==> src/rtl/hazard_if.sv <==
// hazard_if: pipeline-to-hazard-unit signal bundle; master drives stage status, slave returns stage controls.
interface hazard_if;
    logic        IDEX_mem_read;
    logic [4:0]  IDEX_rd;
    logic [4:0]  IFID_rs1;
    logic [4:0]  IFID_rs2;
    logic        IFID_uses_rs1;
    logic        IFID_uses_rs2;
    logic        EXMEM_branch_taken;
    logic        dmem_req;
    logic        dmem_ready;
    logic        PC_write;
    logic        IFID_write;
    logic        IDEX_write;
    logic        EXMEM_write;
    logic        IDEX_bubble;
    logic        IFID_flush;
    logic        IDEX_flush;
    logic        MEMWB_bubble;
    logic        mem_timeout;
    logic [31:0] stall_cycles;
    logic [31:0] flush_count;
    modport master (
        output IDEX_mem_read, IDEX_rd, IFID_rs1, IFID_rs2, IFID_uses_rs1, IFID_uses_rs2,
               EXMEM_branch_taken, dmem_req, dmem_ready,
        input  PC_write, IFID_write, IDEX_write, EXMEM_write, IDEX_bubble, IFID_flush,
               IDEX_flush, MEMWB_bubble, mem_timeout, stall_cycles, flush_count
    );
    modport slave (
        input  IDEX_mem_read, IDEX_rd, IFID_rs1, IFID_rs2, IFID_uses_rs1, IFID_uses_rs2,
               EXMEM_branch_taken, dmem_req, dmem_ready,
        output PC_write, IFID_write, IDEX_write, EXMEM_write, IDEX_bubble, IFID_flush,
               IDEX_flush, MEMWB_bubble, mem_timeout, stall_cycles, flush_count
    );
endinterface

==> src/rtl/hazard_unit.sv <==
// hazard_unit: pipeline stall/flush control with memory-wait tracking, timeout flag and event counters.
module hazard_unit #(
    parameter int MEM_TIMEOUT = 255
) (
    input logic clk,
    input logic r,
    hazard_if.slave hz
);
    typedef enum logic [1:0] {RUN = 2'd0, MEM_WAIT = 2'd1} state_t;
    // Control word: {PC_w, IFID_w, IDEX_w, EXMEM_w, IDEX_bubble, IFID_flush, IDEX_flush, MEMWB_bubble}
    localparam logic [7:0] CTL_DEF = 8'b1111_0000;
    localparam logic [7:0] CTL_FRZ = 8'b0000_0001;
    localparam logic [7:0] CTL_BR  = 8'b1111_0110;
    localparam logic [7:0] CTL_LU  = 8'b0011_1000;
    localparam logic [15:0] TO = 16'(MEM_TIMEOUT);
    state_t      r_state;
    logic [15:0] r_wait_cnt;
    logic        r_timeout;
    logic [31:0] r_stall;
    logic [31:0] r_flush;
    logic        w_mem_stall;
    logic        w_load_use;
    logic [7:0]  w_ctl;
    assign w_mem_stall = hz.dmem_req & ~hz.dmem_ready;
    assign w_load_use  = hz.IDEX_mem_read & (hz.IDEX_rd != 5'd0) &
                         ((hz.IFID_uses_rs1 & (hz.IDEX_rd == hz.IFID_rs1)) |
                          (hz.IFID_uses_rs2 & (hz.IDEX_rd == hz.IFID_rs2)));
    always_comb begin
        w_ctl = r ? CTL_DEF : w_mem_stall ? CTL_FRZ : hz.EXMEM_branch_taken ? CTL_BR :
                w_load_use ? CTL_LU : CTL_DEF;
    end
    assign {hz.PC_write, hz.IFID_write, hz.IDEX_write, hz.EXMEM_write,
            hz.IDEX_bubble, hz.IFID_flush, hz.IDEX_flush, hz.MEMWB_bubble} = w_ctl;
    assign hz.mem_timeout  = r_timeout;
    assign hz.stall_cycles = r_stall;
    assign hz.flush_count  = r_flush;
    always_ff @(posedge clk) begin
        if (r) begin
            r_state    <= RUN;
            r_wait_cnt <= '0;
            r_timeout  <= 1'b0;
            r_stall    <= '0;
            r_flush    <= '0;
        end else begin
            r_state <= w_mem_stall ? MEM_WAIT : RUN;
            if (w_mem_stall && r_state == RUN)
                r_wait_cnt <= '0;
            else if (w_mem_stall && r_wait_cnt != TO)
                r_wait_cnt <= r_wait_cnt + 16'd1;
            // Sticky: set on the edge the count lands on TO, never cleared except by reset
            if (w_mem_stall && r_state == MEM_WAIT && r_wait_cnt == TO - 16'd1)
                r_timeout <= 1'b1;
            r_stall <= r_stall + {31'b0, ~w_ctl[7]};
            r_flush <= r_flush + {31'b0, w_ctl[2]};
        end
    end
endmodule
==> src/flat_wrapper.sv <==
// flat-port wrapper written by rule: the top's interface ports become plain ports
module hazard_unit_flat 
#(
    parameter int MEM_TIMEOUT = 255
)
  (clk, r, hz_IDEX_mem_read, hz_IDEX_rd, hz_IFID_rs1, hz_IFID_rs2, hz_IFID_uses_rs1, hz_IFID_uses_rs2, hz_EXMEM_branch_taken, hz_dmem_req, hz_dmem_ready, hz_PC_write, hz_IFID_write, hz_IDEX_write, hz_EXMEM_write, hz_IDEX_bubble, hz_IFID_flush, hz_IDEX_flush, hz_MEMWB_bubble, hz_mem_timeout, hz_stall_cycles, hz_flush_count);
  hazard_if hz_i ();
  input logic clk;
  input logic r;
  input wire logic [$bits(hz_i.IDEX_mem_read)-1:0] hz_IDEX_mem_read;
  input wire logic [$bits(hz_i.IDEX_rd)-1:0] hz_IDEX_rd;
  input wire logic [$bits(hz_i.IFID_rs1)-1:0] hz_IFID_rs1;
  input wire logic [$bits(hz_i.IFID_rs2)-1:0] hz_IFID_rs2;
  input wire logic [$bits(hz_i.IFID_uses_rs1)-1:0] hz_IFID_uses_rs1;
  input wire logic [$bits(hz_i.IFID_uses_rs2)-1:0] hz_IFID_uses_rs2;
  input wire logic [$bits(hz_i.EXMEM_branch_taken)-1:0] hz_EXMEM_branch_taken;
  input wire logic [$bits(hz_i.dmem_req)-1:0] hz_dmem_req;
  input wire logic [$bits(hz_i.dmem_ready)-1:0] hz_dmem_ready;
  output wire logic [$bits(hz_i.PC_write)-1:0] hz_PC_write;
  output wire logic [$bits(hz_i.IFID_write)-1:0] hz_IFID_write;
  output wire logic [$bits(hz_i.IDEX_write)-1:0] hz_IDEX_write;
  output wire logic [$bits(hz_i.EXMEM_write)-1:0] hz_EXMEM_write;
  output wire logic [$bits(hz_i.IDEX_bubble)-1:0] hz_IDEX_bubble;
  output wire logic [$bits(hz_i.IFID_flush)-1:0] hz_IFID_flush;
  output wire logic [$bits(hz_i.IDEX_flush)-1:0] hz_IDEX_flush;
  output wire logic [$bits(hz_i.MEMWB_bubble)-1:0] hz_MEMWB_bubble;
  output wire logic [$bits(hz_i.mem_timeout)-1:0] hz_mem_timeout;
  output wire logic [$bits(hz_i.stall_cycles)-1:0] hz_stall_cycles;
  output wire logic [$bits(hz_i.flush_count)-1:0] hz_flush_count;
  assign hz_i.IDEX_mem_read = hz_IDEX_mem_read;
  assign hz_i.IDEX_rd = hz_IDEX_rd;
  assign hz_i.IFID_rs1 = hz_IFID_rs1;
  assign hz_i.IFID_rs2 = hz_IFID_rs2;
  assign hz_i.IFID_uses_rs1 = hz_IFID_uses_rs1;
  assign hz_i.IFID_uses_rs2 = hz_IFID_uses_rs2;
  assign hz_i.EXMEM_branch_taken = hz_EXMEM_branch_taken;
  assign hz_i.dmem_req = hz_dmem_req;
  assign hz_i.dmem_ready = hz_dmem_ready;
  assign hz_PC_write = hz_i.PC_write;
  assign hz_IFID_write = hz_i.IFID_write;
  assign hz_IDEX_write = hz_i.IDEX_write;
  assign hz_EXMEM_write = hz_i.EXMEM_write;
  assign hz_IDEX_bubble = hz_i.IDEX_bubble;
  assign hz_IFID_flush = hz_i.IFID_flush;
  assign hz_IDEX_flush = hz_i.IDEX_flush;
  assign hz_MEMWB_bubble = hz_i.MEMWB_bubble;
  assign hz_mem_timeout = hz_i.mem_timeout;
  assign hz_stall_cycles = hz_i.stall_cycles;
  assign hz_flush_count = hz_i.flush_count;
  hazard_unit #(.MEM_TIMEOUT(MEM_TIMEOUT)) u_core (.clk(clk), .r(r), .hz(hz_i));
endmodule
==> config.mk <==
export PLATFORM = sky130hd
export DESIGN_NAME = hazard_unit_flat
export DESIGN_NICKNAME = d
export VERILOG_FILES = /design/src/rtl/hazard_if.sv /design/src/rtl/hazard_unit.sv /design/src/flat_wrapper.sv
export SDC_FILE = /design/constraint.sdc
export NUM_CORES = 1
export LEC_CHECK = 0
export BUFFER_PORTS_ARGS = -buffer_cell sky130_fd_sc_hd__buf_2
export CELL_PAD_IN_SITES_DETAIL_PLACEMENT = 0
export CELL_PAD_IN_SITES_GLOBAL_PLACEMENT = 2
export CORE_ASPECT_RATIO = 0.9
export CORE_UTILIZATION = 28
export DETAILED_ROUTE_END_ITERATION = 6
export GPL_TIMING_DRIVEN = 0
export PLACE_DENSITY_LB_ADDON = 0.3
export SLEW_MARGIN = 10
export SYNTH_ARGS = -nofsm -noshare
export SYNTH_HDL_FRONTEND = slang
export SYNTH_SLANG_ARGS = --single-unit
==> constraint.sdc <==
create_clock -name clk -period 3.21 [get_ports clk]
set_input_delay 0.642 -clock clk [delete_from_list [all_inputs] [get_ports clk]]
set_output_delay 0.642 -clock clk [all_outputs]
set_load 0.1 [all_outputs]
==> results of run 1 <==
[worst max-delay path: stages]
cell and delay (ps):
buf_2 120, or4_1 530, o211ai_1 290, o21a_2 170
buf_4 90, buf_2 410
[layout by cell type (no fill, tap or decap), types with 8 or more instances in the layout]
cell type   n
xnor2_1    15
or4_1      39
and4_1      8
buf_2      96
a21oi_1    46
xor2_1     22
clkbuf_16   9
or3_1      10
dfxtp_1    82
clkbuf_1   14
inv_1      10
nand3_1    19
nor2_1     34
o21ai_0    11
nand2_1    28
nand4_1    22
o31ai_1    33
[routing by layer]
| layer | vias up | routed length [um] | track usage |
|---|---|---|---|
| li1 | 1983 | - | - |
| met1 | 1878 | 5530 | 0.204 |
| met2 | 88 | 4930 | 0.239 |
| met3 | 5 | 528 | 0.0462 |
| met4 | 0 | 106 | 0.0447 |
| met5 | - | 0 | 0 |
[state kept, by name (all words and copies together) (netlist names)]
register,cells
u_core.hz.flush_count,32
u_core.hz.stall_cycles,32
u_core.r_wait_cnt,16
u_core.hz.mem_timeout,1
u_core.r_state,1
[cells by family (layout without fill, tap and decap cells)]
kind of cell,Yosys count,in the layout
DFF,82,82
muxes,2,2
adders and majority gates,6,6
and+or+nand+nor,203,203
buffers and inverters,40,150
AOI/OAI and AO/OA,102,102
xor gates and xnor gates,37,37
[cell type report]
| type | instances | area share |
|---|---|---|
| repair buffers | 94 | 0.0908 |
| clock inverters | 4 | 0.00507 |
| clock buffers | 12 | 0.0495 |
| flip-flops and latches | 82 | 0.317 |
| well taps | 193 | 0.0466 |
| inverters | 11 | 0.00870 |
| multi-input cells | 350 | 0.446 |
| plain buffers | 29 | 0.0367 |
[path summary, 6_finish.rpt]
path | startpoint | endpoint | slack, ps | cells past startpoint
setup / recovery | hz_IDEX_rd[0] | hz_PC_write | 310 | 6
hold / removal | u_core.r_wait_cnt[15] | u_core.r_wait_cnt[15] | 480 | 2
setup reg to reg | u_core.hz.flush_count[0] | u_core.hz.flush_count[20] | 990 | 7
hold reg to reg | u_core.r_wait_cnt[15] | u_core.r_wait_cnt[15] | 480 | 2
[power breakdown]
group          switching (mW)  total, mW  internal, mW  leakage [nW]
logic                  0.0958      0.134        0.0384          1.06
registers             0.00423       1.03          1.02         0.661
clock network           0.427      0.993         0.565         0.139
==> flow_metrics.py, run 1 <==
metrics = {
    "synth": {
        "yosysTopAreaCell": "dfxtp_1",
        "synth-simple-area-share": 0.291,
        "synth_top_family_by_area": "simple AND/OR/NAND/NOR gates",
        "yosys_register_bits": 82,
        "synthAdderAreaFrac": 0.0185,
        "synth_area_leaders": "dfxtp_1, or4_1, o31ai_1",
        "synth_warnings": 0,
        "synth_seq_area_share": 0.406,
        "synth_ff_type": "dfxtp_1",
        "synth.distinct_cells": 47,
        "yosys-top-cells-count": "dfxtp_1, a21oi_1, or4_1",
        "synth_fp_nets": 501,
        "synth_xor_area_frac": 0.0801,
        "synthMuxAreaShare": 0.00495,
        "yosysMostFrequentCell": "dfxtp_1",
        "syn_inst": 472,
        "synth_top_cell_area_share": 0.406,
        "postSynthAreaPerCell_um2": 8.58,
        "synth-compound-area-share": 0.155,
        "synth-async-reset-ratio": 0,
        "syn-cell-area_um2": 4050,
        "synth_edf_count": 0,
    },
    "detailed_routing": {
        "wire_per_inst_um": 14.3,
        "routed_via_density": 5.10,
        "postRouteAntennaNets": 0,
        "drc_errors": 0,
        "vias": 3954,
        "drt_iter0_markers": 213,
        "firstDrtPassIters": 4,
        "wirelength_um": 11100,
    },
    "timing": {
        "rsz0062_at_grt": "false",
        "fin_crit_sh": 0.904,
        "slew-limit-headroom": 0.471,
        "slew_violations": 0,
        "fin_ws_ps": 308,
        "period_needed_ps": 2900,
        "worstMarginPinSlew_ps": 787,
        "max_freq_mhz": 345,
        "fin_setup_tns_ps": 0,
        "skew_ps": 10.7,
        "final_hold_viol_count": 0,
        "holdWs_ps": 480,
        "setup_viol": 0,
    },
    "clock_network": {
        "clockBufferDepth": 2,
        "cts_sinks": 82,
        "numCtsBuffers": 9,
        "post_cts_buffers": 0,
        "root_buffer": "clkbuf_16",
        "cts_hold_buf": 0,
        "path_clk_slew_ps": 60,
        "clk_latency_ps": 350,
        "cts_resized": 0,
        "cts_tree": "built",
        "htree_levels": 3,
    },
    "final_layout": {
        "fin_area_um2": 5180,
        "fillers": 1498,
        "multi_input_area_um2": 2310,
        "drive_gt1_frac": 0.246,
        "final_core_util": 0.369,
        "synthToLayoutAreaGrowth_pct": 28.0,
        "nNetsFinal": 606,
        "final_cells": 775,
        "regArea_um2": 1640,
        "diodes": 0,
    },
    "die": {
        "core_um2": 14100,
        "row_count": 41,
        "start_util": 0.288,
        "die_x_um": 129,
        "dieArea_um2": 14900,
        "fp.dieH_um": 116,
        "ioPinCount": 96,
    },
    "pwr": {
        "powerDensity_nw_per_um2": 416,
        "peakVddDrop_v": 0.000221,
        "power.leakage_nw": 1.86,
        "fin_total_pwr_mw": 2.15,
    },
    "critical_path": {
        "critPathMaxFanout": 3,
        "startpoint_type": "input pin",
        "end_kind": "output port",
        "criticalPathCategory": "in2out",
        "cp_data_arrival_time_ps": 2260,
        "cp.required_ps": 2570,
    },
    "run": {
        "maxCapViolCount": 0,
    },
    "global_route": {
        "antenna_found_initial": 0,
        "grt_start_max_net_pins": 14,
        "grt_pass1_wl_um": 17800,
        "grt_usage": 0.153,
        "grt-ovfl-total": 0,
        "grt_pass1_vias": 3563,
    },
    "status": {
        "status": "finished, final reports clean",
    },
    "placement": {
        "dp.cells": 759,
        "hpwlAfterDp_um": 7990,
        "portBuffers": 94,
        "pre_cts_slack_ps": 57.8,
        "dpl_cell_area_um2": 4900,
        "place_congestion": 0.758,
    },
    "hold_path": {
        "worstHoldPathType": "reg2reg",
    },
}
No activity file was read; power rests on OpenSTA's default activity.
==> run 2, diff against run 1 <==
- ABC_AREA: not set -> 1
- CORE_UTILIZATION: 28 -> 26
==> flow_metrics.py, run 2 <==
metrics = {
    "synth": {
        "yosysTopAreaCell": "dfxtp_1",
        "synth_fp_nets": 748,
        "synth_seq_area_share": 0.355,
        "synth_edf_count": 0,
        "yosys-top-cells-count": "nand2_1, nor2_1, dfxtp_1",
        "synth-async-reset-ratio": 0,
        "postSynthAreaPerCell_um2": 6.42,
        "synth_ff_type": "dfxtp_1",
        "synth_top_cell_area_share": 0.355,
        "syn_inst": 719,
        "synth.distinct_cells": 32,
        "synth_area_leaders": "dfxtp_1, nand2_1, nor2_1",
        "yosysMostFrequentCell": "nand2_1",
        "syn-cell-area_um2": 4620,
        "synth_warnings": 0,
        "yosys_register_bits": 82,
    },
    "die": {
        "die_x_um": 142,
        "fp.dieH_um": 128,
        "start_util": 0.270,
        "dieArea_um2": 18300,
        "core_um2": 17100,
        "ioPinCount": 96,
        "row_count": 45,
    },
    "clock_network": {
        "numCtsBuffers": 9,
        "cts_hold_buf": 0,
        "cts_resized": 0,
        "post_cts_buffers": 0,
        "htree_levels": 3,
        "cts_sinks": 82,
        "cts_tree": "built",
        "clk_latency_ps": 350,
        "root_buffer": "clkbuf_16",
        "path_clk_slew_ps": 60,
        "clockBufferDepth": 2,
    },
    "placement": {
        "place_congestion": 0.803,
        "hpwlAfterDp_um": 11200,
        "portBuffers": 94,
        "dpl_cell_area_um2": 5480,
        "pre_cts_slack_ps": 105,
    },
    "pwr": {
        "powerDensity_nw_per_um2": 391,
        "power.leakage_nw": 2.11,
        "peakVddDrop_v": 0.000234,
    },
    "global_route": {
        "grt_pass1_vias": 4387,
        "grt_start_max_net_pins": 14,
        "antenna_found_initial": 0,
        "grt-ovfl-total": 0,
        "grt_usage": 0.161,
        "grt_pass1_wl_um": 22600,
    },
    "timing": {
        "fin_ws_ps": 234,
        "final_hold_viol_count": 0,
        "skew_ps": 8.69,
        "fin_setup_tns_ps": 0,
        "setup_viol": 0,
        "slew_violations": 0,
        "holdWs_ps": 474,
        "slew-limit-headroom": 0.540,
        "rsz0062_at_grt": "false",
        "worstMarginPinSlew_ps": 691,
        "fin_crit_sh": 0.927,
        "period_needed_ps": 2980,
        "max_freq_mhz": 336,
    },
    "detailed_routing": {
        "wl_met1_um": 7190,
        "dr_wl_met3_um": 602,
        "wire_per_inst_um": 13.3,
        "drc_errors": 0,
        "drt_iter0_markers": 221,
        "routed.top_layer": "met4",
        "wirelength_um": 14100,
        "firstDrtPassIters": 4,
        "postRouteAntennaNets": 0,
        "wl_met2_um": 6280,
        "routed_via_density": 4.37,
        "vias": 4651,
    },
    "critical_path": {
        "critPathMaxFanout": 9,
        "cp_data_arrival_time_ps": 2330,
        "criticalPathCategory": "in2out",
        "cp.required_ps": 2570,
        "startpoint_type": "input pin",
        "end_kind": "output port",
        "rrSetupSlack_ps": 1440,
    },
    "final_layout": {
        "synthToLayoutAreaGrowth_pct": 25.2,
        "final_common_cell": "nand2_1",
        "diodes": 0,
        "drive_gt1_frac": 0.195,
        "fillers": 1932,
        "fin_area_um2": 5780,
        "nNetsFinal": 853,
        "final_cell_mix": "nand2_1, nor2_1, buf_2, dfxtp_1, inv_1",
    },
    "run": {
        "maxCapViolCount": 0,
    },
    "status": {
        "status": "finished, final reports clean",
    },
    "hold_path": {
        "worstHoldPathType": "reg2reg",
    },
}
-- run 2: per-layer routing --
layer / GRT usage / vias to the layer above
met4: 0.0342 / 0
met1: 0.221 / 2062
met5: 0 / -
li1: - / 2495
met2: 0.256 / 90
met3: 0.0361 / 4
-- run 2: final timing paths --
| path | to | cells after the start | from |
|---|---|---|---|
| max | hz_PC_write | 7 | r |
| min | u_core.hz.stall_cycles[30] | 2 | u_core.hz.stall_cycles[30] |
| max reg2reg | u_core.hz.stall_cycles[24] | 9 | u_core.hz.stall_cycles[0] |
| min reg2reg | u_core.hz.stall_cycles[30] | 2 | u_core.hz.stall_cycles[30] |
-- run 2: critical path, stage by stage --
cell,delay (ps)
clkbuf_1,410
inv_1,320
nand4_1,170
inv_1,70
a21oi_2,180
buf_4,130
buf_2,410
-- run 2: power breakdown --
group / total, mW / internal, mW / leakage, nW / switching (mW)
registers: 1.03 / 1.02 / 0.661 / 0.00455
clock network: 1.08 / 0.645 / 0.145 / 0.435
logic: 0.155 / 0.0398 / 1.30 / 0.115
total: 2.26 / 1.71 / 2.11 / 0.555
-- run 2: through the flow --
stage	std cells	power, mW	util
after floorplan	719	1.16	-
after global placement	1048	1.21	0.320
after detailed placement	1048	1.21	0.320
after CTS	1064	2.30	0.338
after global routing	1064	2.35	0.338
final	1064	2.26	0.338
-- run 2: logic make-up after synthesis --
family                   Yosys count  synth area share
XOR/XNOR                          23            0.0436
AND/OR/NAND/NOR                  444             0.419
buffers and inverters             84            0.0729
flip-flops                        82             0.355
AO/OA/AOI/OAI                     80            0.0932
adder cells (fa/ha/maj)            6            0.0163
-- run 2: cell type report --
type	instances	area, um^2	area share
Clock buffer	12	256	0.0444
Buffer	12	70.1	0.0121
Sequential cell	82	1640	0.284
Inverter	72	282	0.0487
Timing Repair Buffer	94	470	0.0814
Clock inverter	4	50.0	0.00866
Tap cell	235	294	0.0509
Multi-Input combinational cell	553	2720	0.470
==> run 3, diff against run 2 <==
- CORE_ASPECT_RATIO: 0.9 -> 1.25
- GPL_ROUTABILITY_DRIVEN: not set -> 0
==> flow_metrics.py, run 3 (same netlist as run 2, synthesis figures left out) <==
metrics = {
    "detailed_routing": {
        "wirelength_um": 14300,
        "routed_via_density": 4.50,
        "drt_iter0_markers": 241,
        "vias": 4740,
        "postRouteAntennaNets": 0,
        "wire_per_inst_um": 13.6,
        "drc_errors": 0,
        "firstDrtPassIters": 4,
    },
    "hold_path": {
        "hold_depth": 2,
        "hold_start": "u_core.hz.mem_timeout",
        "min_to": "u_core.hz.mem_timeout",
        "worstHoldPathType": "reg2reg",
    },
    "pwr": {
        "p_switching_mw": 0.560,
        "power.leakage_nw": 2.13,
        "pwr-share-seq": 0.431,
        "p_sw_frac": 0.236,
        "peakVddDrop_v": 0.000237,
        "pwr-share-comb": 0.065,
        "powerDensity_nw_per_um2": 410,
        "p_int_mw": 1.82,
        "power_frac_clock": 0.504,
    },
    "final_layout": {
        "final_common_cell": "nand2_1",
        "synthToLayoutAreaGrowth_pct": 25.5,
        "final_cell_mix": "nand2_1, nor2_1, buf_2, dfxtp_1, inv_1",
        "nNetsFinal": 853,
        "fillers": 1969,
        "fin_area_um2": 5800,
        "diodes": 0,
        "drive_gt1_frac": 0.195,
    },
    "global_route": {
        "grt-ovfl-total": 0,
        "antenna_found_initial": 0,
        "grt_usage": 0.164,
        "grt_pass1_vias": 4587,
        "grt_start_max_net_pins": 14,
        "grt_pass1_wl_um": 22900,
    },
    "placement": {
        "portBuffers": 94,
        "hpwlAfterDp_um": 11400,
        "dpl_cell_area_um2": 5460,
        "pre_cts_slack_ps": 131,
    },
    "critical_path": {
        "rrSetupSlack_ps": 1440,
        "critPathMaxFanout": 9,
        "r2r-start": "u_core.hz.flush_count[0]",
        "criticalPathCategory": "in2out",
        "startpoint_type": "input pin",
        "reg2reg_to": "u_core.hz.flush_count[24]",
        "end_kind": "output port",
        "cp_data_arrival_time_ps": 2270,
        "ff2ff_path_depth": 9,
        "cp.required_ps": 2570,
    },
    "timing": {
        "max_freq_mhz": 343,
        "holdWs_ps": 453,
        "fin_ws_ps": 298,
        "slew_violations": 0,
        "skew_ps": 8.04,
        "period_needed_ps": 2910,
        "worstMarginPinSlew_ps": 667,
        "fin_crit_sh": 0.907,
        "final_hold_viol_count": 0,
        "rsz0062_at_grt": "false",
        "setup_viol": 0,
        "slew-limit-headroom": 0.555,
    },
    "clock_network": {
        "path_clk_slew_ps": 60,
        "cts_resized": 0,
        "htree_levels": 3,
        "numCtsBuffers": 9,
        "root_buffer": "clkbuf_16",
        "cts_sinks": 82,
        "clockBufferDepth": 2,
        "cts_hold_buf": 0,
        "post_cts_buffers": 0,
        "clk_latency_ps": 350,
        "cts_tree": "built",
    },
    "die": {
        "dieArea_um2": 18300,
        "row_count": 54,
        "start_util": 0.265,
        "die_x_um": 121,
        "ioPinCount": 96,
        "core_um2": 17400,
        "fp.dieH_um": 151,
    },
    "run": {
        "maxCapViolCount": 0,
    },
    "status": {
        "status": "finished, final reports clean",
    },
}
## run 3: cell count changes in the layout (fill, tap and decap cells not counted)
cell and delta:
clkbuf_8 -2, clkinvlp_4 -2, clkinv_2 +2, bufinv_16 +2
## run 3: metrics by stage
stage	cells	utilization	TNS [ps]	total power, mW
after global placement	1037	0.313	0	1.20
final	1053	0.332	0	2.38
after CTS	1053	0.332	0	2.41
after global routing	1053	0.332	0	2.47
after detailed placement	1037	0.313	0	1.21
after floorplan	719	-	-3390	1.16
## run 3: power groups by stage
stage / clock network (mW) / logic, mW / registers [mW]
after floorplan: 0 / 0.0928 / 1.07
after global placement: 0 / 0.156 / 1.05
after detailed placement: 0 / 0.157 / 1.05
after CTS: 1.23 / 0.158 / 1.03
after global routing: 1.27 / 0.168 / 1.03
final: 1.20 / 0.155 / 1.03
## run 3: final cells by class
cell class | instances | area (um^2) | share of cell area
Clock inverter | 6 | 105 | 0.0181
Timing Repair Buffer | 94 | 470 | 0.0812
Multi-Input combinational cell | 553 | 2720 | 0.469
Tap cell | 224 | 280 | 0.0484
Buffer | 12 | 70.1 | 0.0121
Clock buffer | 10 | 229 | 0.0395
Inverter | 72 | 282 | 0.0486
Sequential cell | 82 | 1640 | 0.283
## run 3: worst max path at each step
stage                           start                          to  slack, ps  depth (start not counted)
after floorplan           hz_dmem_req  u_core.hz.stall_cycles[22]       -470                         15
after global routing                r                 hz_PC_write        150                          7
after global placement              r  u_core.hz.stall_cycles[24]        150                         15
after detailed placement            r   u_core.hz.flush_count[24]        130                         12
after CTS                           r                 hz_PC_write        250                          7
final                               r                 hz_PC_write        300                          7
## run 3: critical path: stages
cell and delay, ps:
clkbuf_1 380, inv_1 320, nand4_1 170, inv_1 70, a21oi_2 150, buf_4 120
buf_2 410
## run 3: metal layers
| layer | track usage | vias up | part of all wire |
|---|---|---|---|
| met1 | 0.191 | 2151 | 0.45 |
| met4 | 0.0679 | 0 | 0.019 |
| met5 | 0 | - | 0 |
| met3 | 0.0301 | 16 | 0.036 |
| met2 | 0.294 | 80 | 0.50 |
| li1 | - | 2493 | - |
